## src/rtl/macguffin_sbox_seq.sv

```systemverilog
// MacGuffin S-box layer with writable per-box tables.
// LANES lookups run per cycle, so a word takes NBOX/LANES cycles and the result is fully registered.
module macguffin_sbox_seq #(
   parameter int NBOX  = 8,
   parameter int IN_W  = 6,
   parameter int OUT_W = 2,
   parameter int LANES = 2
) (
   input  logic                      clk,
   input  logic                      rst_n,
   input  logic                      in_valid,
   output logic                      in_ready,
   input  logic [NBOX*IN_W-1:0]      in_data,
   output logic                      out_valid,
   input  logic                      out_ready,
   output logic [NBOX*OUT_W-1:0]     out_data,
   input  logic                      cfg_we,
   input  logic [$clog2(NBOX)-1:0]   cfg_box,
   input  logic [IN_W-1:0]           cfg_addr,
   input  logic [OUT_W-1:0]          cfg_data,
   output logic                      busy
);

   localparam int G     = NBOX / LANES;
   localparam int CNT_W = (G > 1) ? $clog2(G) : 1;
   localparam int BOX_W = (NBOX > 1) ? $clog2(NBOX) : 1;
   localparam int DEPTH = 1 << IN_W;

   typedef enum logic [1:0] {S_IDLE, S_RUN, S_DONE} state_t;

   state_t                   state_q, state_d;
   logic [CNT_W-1:0]         cnt_q, cnt_d;
   logic [NBOX*IN_W-1:0]     in_q, in_d;
   logic [NBOX*OUT_W-1:0]    out_q, out_d;
   logic [OUT_W-1:0]         tbl_q [NBOX][DEPTH];
   logic                     last_grp;
   logic                     cfg_ok;
   logic [BOX_W-1:0]         lane_box;
   logic [IN_W-1:0]          lane_addr;

   assign last_grp = (cnt_q == CNT_W'(G - 1));
   assign cfg_ok   = cfg_we && (state_q != S_RUN) && (32'(cfg_box) < NBOX);

   always_ff @(posedge clk or negedge rst_n) begin
      if (!rst_n) begin
         state_q <= S_IDLE;
         cnt_q   <= '0;
         in_q    <= '0;
         out_q   <= '0;
      end else begin
         state_q <= state_d;
         cnt_q   <= cnt_d;
         in_q    <= in_d;
         out_q   <= out_d;
      end
   end

   always_comb begin
      state_d = state_q;
      cnt_d   = cnt_q;
      in_d    = in_q;
      case (state_q)
         S_IDLE: begin
            if (in_valid) begin
               in_d    = in_data;
               cnt_d   = '0;
               state_d = S_RUN;
            end
         end
         S_RUN: begin
            if (last_grp) begin
               cnt_d   = '0;
               state_d = S_DONE;
            end else begin
               cnt_d = cnt_q + CNT_W'(1);
            end
         end
         S_DONE: begin
            if (out_ready) begin
               if (in_valid) begin
                  in_d    = in_data;
                  cnt_d   = '0;
                  state_d = S_RUN;
               end else begin
                  state_d = S_IDLE;
               end
            end
         end
         default: state_d = S_IDLE;
      endcase
   end

   // Lane j serves box cnt*LANES+j; slices outside the active group keep their old value.
   always_comb begin
      out_d     = out_q;
      lane_box  = '0;
      lane_addr = '0;
      if (state_q == S_RUN) begin
         for (int unsigned j = 0; j < LANES; j++) begin
            lane_box  = BOX_W'(32'(cnt_q) * LANES + j);
            lane_addr = in_q[lane_box*IN_W +: IN_W];
            out_d[lane_box*OUT_W +: OUT_W] = tbl_q[lane_box][lane_addr];
         end
      end
   end

   always_ff @(posedge clk or negedge rst_n) begin
      if (!rst_n) begin
         for (int unsigned b = 0; b < NBOX; b++) begin
            for (int unsigned a = 0; a < DEPTH; a++) begin
               tbl_q[b][a] <= OUT_W'(a);
            end
         end
      end else if (cfg_ok) begin
         tbl_q[cfg_box][cfg_addr] <= cfg_data;
      end
   end

   always_comb begin
      in_ready  = 1'b0;
      out_valid = 1'b0;
      busy      = 1'b0;
      case (state_q)
         S_IDLE: in_ready = 1'b1;
         S_RUN:  busy = 1'b1;
         S_DONE: begin
            out_valid = 1'b1;
            in_ready  = out_ready;
         end
         default: ;
      endcase
   end

   assign out_data = out_q;

endmodule

```

## config.mk

```make
export PLATFORM = sky130hd
export DESIGN_NAME = macguffin_sbox_seq
export DESIGN_NICKNAME = d
export VERILOG_FILES = /design/src/rtl/macguffin_sbox_seq.sv
export SDC_FILE = /design/constraint.sdc
export NUM_CORES = 2
export LEC_CHECK = 0
export CAP_MARGIN = 40
export CORE_ASPECT_RATIO = 1.25
export CORE_MARGIN = 2
export CORE_UTILIZATION = 45
export DETAILED_ROUTE_END_ITERATION = 10
export GPL_ROUTABILITY_DRIVEN = 0
export GPL_TIMING_DRIVEN = 0
export PLACE_DENSITY = 0.69
export SLEW_MARGIN = 20
export SYNTH_ARGS = -nofsm -noshare
export SYNTH_HDL_FRONTEND = slang
export SYNTH_SLANG_ARGS = --single-unit
```

## constraint.sdc

```tcl
create_clock -name clk -period 6.6 [get_ports clk]
set_clock_uncertainty 0.05 [all_clocks]
set_input_delay 0.66 -clock clk [delete_from_list [all_inputs] [get_ports clk]]
set_output_delay 0.66 -clock clk [all_outputs]
set_load 0.02 [all_outputs]
```

Yosys cells after proc, flatten, opt, wreduce, memory -nomap -nowiden
Cells that the tools add are included.
- output and inout bits: 19
- logic and storage cells: 592
- bits in registers: 1092
- reductions and logical operators: 9
- shift-type cells: 6
- equal/unequal tests: 7
- $lt $le $gt $ge: 8
- add/subtract/negate cells: 4
- muxes and demuxes: 34
- multipliers: 2
- bitwise operators: 6
- operators by type and width (cell ; number):
    bitwise mux 1024 bit ; 1
    binary-select mux 128 bit (select 3 bit) ; 2
    2-to-1 mux 128 bit ; 5
    demux 128 bit (select 3 bit) ; 1
    2-to-1 mux 48 bit ; 2
    one-hot mux 48 bit (2 select lines) ; 1
    variable part select 48 x 7 -> 6 bit ; 2
    negator 4 -> 34 bit ; 2
    variable shift 2 x 34 -> 16 bit (first input constant) ; 2
    variable part select 2 x 34 -> 16 bit ; 2
    bitwise mux 16 bit ; 2
    binary-select mux 2 bit (select 6 bit) ; 2
    2-to-1 mux 2 bit ; 11
    greater-or-equal comparator 7 bit (second input constant) ; 3
    inverter 6 -> 7 bit ; 3
    demux 2 bit (select 6 bit) ; 1
    greater-or-equal comparator 4 bit (second input constant) ; 3
    inverter 3 -> 4 bit ; 3
    one-hot mux 2 bit (3 select lines) ; 2
    < comparator 7 x 1 -> 1 bit (second input constant) ; 1
    inequality test 2 bit (second input constant) ; 3
    multiplier 3 x 2 -> 5 bit (second input constant) ; 1
    equality test 2 bit (second input constant) ; 2
    < comparator 4 x 1 -> 1 bit (second input constant) ; 1
    other kinds (13) ; 18

Longest topological paths before layout
- word-level depth: 10
- mapped depth: 13
- mapped depth without buffers: 8

Worst setup path after synthesis
No wires, ideal clock.
- kind: register to register
- from: register cnt_q[0]
- to: register out_q[13] (netlist: out_data[13])
- period minus slack after synthesis: 2.690 ns
- required time: 6.420 ns
- cell stages (with the launch flop): 12
- buffers on the path: 4
- arrival: 2.510 ns
- slack: 3.910 ns
- setup time: 0.130 ns
- cells stage by stage: dfrtp_1 > buf_6 > buf_12 > buf_4 > buf_4 > mux4_2 > a211oi_1 > a21oi_1 > o21ai_1 > nand3_1 > nor4b_4 > o21ai_1
- longest elaborated chain between the ends: 10
- elaborated cells between the ends (all ways): 29
- those cells by class: add/sub: 3; mul: 2; shift: 6; mux: 14; bitwise: 4
- ends and longest elaborated chain (item ; RTL line ; RTL):
    from (decl) ; 32 ; logic [CNT_W-1:0] cnt_q, cnt_d;
    from (signal assigned) ; 52 ; cnt_q <= cnt_d;
    branches (longest 9 deep; another with multiplier 3 x 2 -> 5 bit) ; -- ;
    bitwise mux 16 bit * ; 102 ; out_d[lane_box*OUT_W +: OUT_W] = tbl_q[lane_box][lane_addr];
    to (signal assigned) ; 54 ; out_q <= out_d;
    to (decl) ; 34 ; logic [NBOX*OUT_W-1:0] out_q, out_d;
Mark *: on every way between the ends. The select of a mux whose other input is x is not followed.
A chain may end at the register's enable or synchronous reset.

Worst setup path after layout
- from: register cnt_q[1]
- to: register out_q[11] (netlist: out_data[11])
Same word-level chain as after synthesis.

==> metrics.cfg <==
[global_route]
grt_pass1_vias=38100
grtUsageMet3_pct=8.38
grt_max_degree=156
grt_overflow_total=0
grt_util_met2_pct=48.7
gr-max-usage-layer=met2
grt_first_pass_wirelength_mm=274
antenna_found_initial=9
use_met1_pct=37.4
grt_usage_pct=31.7

[synthesis]
yosysWarnings=0
syn_area_um2=53300
synth-seq-cells=1092
synth_cell_types=64
netlist_instances=3888
synth_edf_count=0
yosys.area.top_type=dfrtp_1
synth-seq-area-share_pct=52.5
netlist.area_leader.share_pct=27.2
syn_avg_cell_area_um2=13.7
synthFlopType=dfrtp_1
syn_nets=3960
synth_area_leaders=dfrtp_1, dfstp_2, mux2_2
synth-async-reset-ratio_pct=100

[placement]
post-place-ws_ps=1400
io_buffers=80
place_area_um2=56700
dp_hpwl_mm=135

[timing]
worstMarginPinSlew_ps=1000
maxSlewViolCount=0
post-route-worst-setup-slack_ps=1070
setup_viol=0
finalSetupTns_ps=0
rsz0062_at_grt=false
relSlewSlack_pct=32.6
hold_viol_final=0
layout_worst_path_cycle_share_pct=83.8
period_needed_ps=5530
max_freq_ghz=0.181

[die]
die_w_um=312
die_h_um=389
row_count=141
ioPinCount=83
start_util_pct=45.2
core_um2=118000
design.die.area_um2=121000

[worst_hold_path]
hp-start=out_data[15]
hp-class=reg -> reg

[final_layout]
syn_to_final_growth_pct=13.5
drive_above_1_share_pct=51.8
mostFrequentLayoutCells=mux2_2, dfrtp_1, dfstp_2
final_area_um2=60500
final_common_cell=mux2_2
final_nets=4191

[route]
postRouteAntennaNets=0
drcViolationCount=0
first_iter_violations=3668
drt_pass1_iterations=6
routed_wl_mm=193
wl_per_cell_um=33.3
dr_total_vias=36300
vias_per_cell=6.27

[critical_path]
slowest_stage=nor3_1
worstSetupEndpointType=flip-flop
worstPathRequired_ps=7180
cpPeakStageDelay_ps=890
cp-startpoint=cnt_q[1]
r2r_start=cnt_q[1]
path_cells=buf_4, buf_2, buf_2, buf_2, a221oi_1, o21ai_0, a22oi_1, nor3_1, nor2_1, o31ai_1
path_common_cell=buf_2
worst_setup_path_start_kind=flip-flop
crit_fanout=10
cp.arrival_ps=6110
path_class=reg -> reg

[clock_tree]
hold_buffers=1
path_clk_slew_ps=60
clockRootBuffer=clkbuf_16
htreeDepth=3
postCtsSetupRepairBufs=0
cts_sinks=1092
post_cts_resized=0
cts_tree=yes
insertion_delay_ps=720
cts_buffers=107
cts.path.max_buffers=3

[pwr]
power_mw=22.4
peakVddDrop_mv=0.300
powerDensity_nw_per_um2=370
leakagePower_nw=25.9

[outcome]
outcome=finished clean

[flow_run]
drv_cap=0

state kept, by name, indices dropped and copies added (netlist names):
signal	cells
tbl_q	1024
in_q	48
out_data	16
cnt_q	2
state_q	2
area by class of cell:
class / count / area, µm²
clock inverter: 40 / 497
clock buffer: 161 / 3260
antenna: 4 / 10.0
inverter: 9 / 33.8
fill: 10100 / 57300
timing repair buffer: 122 / 1400
multi-input combinational: 2496 / 23900
tap: 1573 / 1970
buffer: 291 / 1440
sequential: 1092 / 28000
synthesized netlist by cell type (24+ instances only):
master / n
a211oi_1: 24
a21oi_1: 25
a22oi_1: 27
buf_2: 50
clkbuf_1: 197
dfrtp_1: 580
dfstp_2: 512
mux2_2: 1084
mux2i_1: 182
mux4_2: 228
nand2_1: 381
nor2_1: 342
nor2b_1: 31
layer usage:
| metal | share of wire, % | up-vias |
|---|---|---|
| met1 | 36 | 19100 |
| met2 | 45 | 1986 |
| met5 | 0.026 | - |
| li1 | - | 14500 |
| met3 | 9.3 | 733 |
| met4 | 9.7 | 8 |
metrics by stage:
stage	util (%)	hold slack, ps	std cells
2_1_floorplan	-	314	3888
3_3_place_gp	47.6	415	5541
3_5_place_dp	48.1	415	5581
4_1_cts	51.3	429	5783
5_1_grt	51.3	463	5784
6_report	51.3	424	5788
cells by family after synthesis:
family	share of synthesized area [%]
mux	36.0
buf+inv	2.72
compound gates	2.20
flops	52.5
simple gates	6.40
fa+ha+maj	0.188
power breakdown:
group          internal, mW  switching [mW]  leakage (nW)
clock network          3.83            2.78          1.86
registers              7.13           0.237          13.2
logic                  2.48            5.94          10.8
worst max-delay path, delay by kind of cell (launching register included):
| family | cells | cell delay, ps |
|---|---|---|
| AO/OA/AOI/OAI | 4 | 1330 |
| flip-flops | 1 | 680 |
| buffers and inverters | 4 | 2200 |
| AND/OR/NAND/NOR | 2 | 1140 |
final timing paths:
check / endpoint / slack, ps / cells after the start
worst max-delay path: out_data[11] / 1070 / 10
worst min register to register: out_data[15] / 420 / 2
max in group asynchronous: tbl_q[98] / 3880 / 5
min in group asynchronous: tbl_q[271] / 470 / 2
worst min-delay path: out_data[15] / 420 / 2
worst max register to register: out_data[11] / 1070 / 10
No activity file was read; power rests on OpenSTA's default activity.
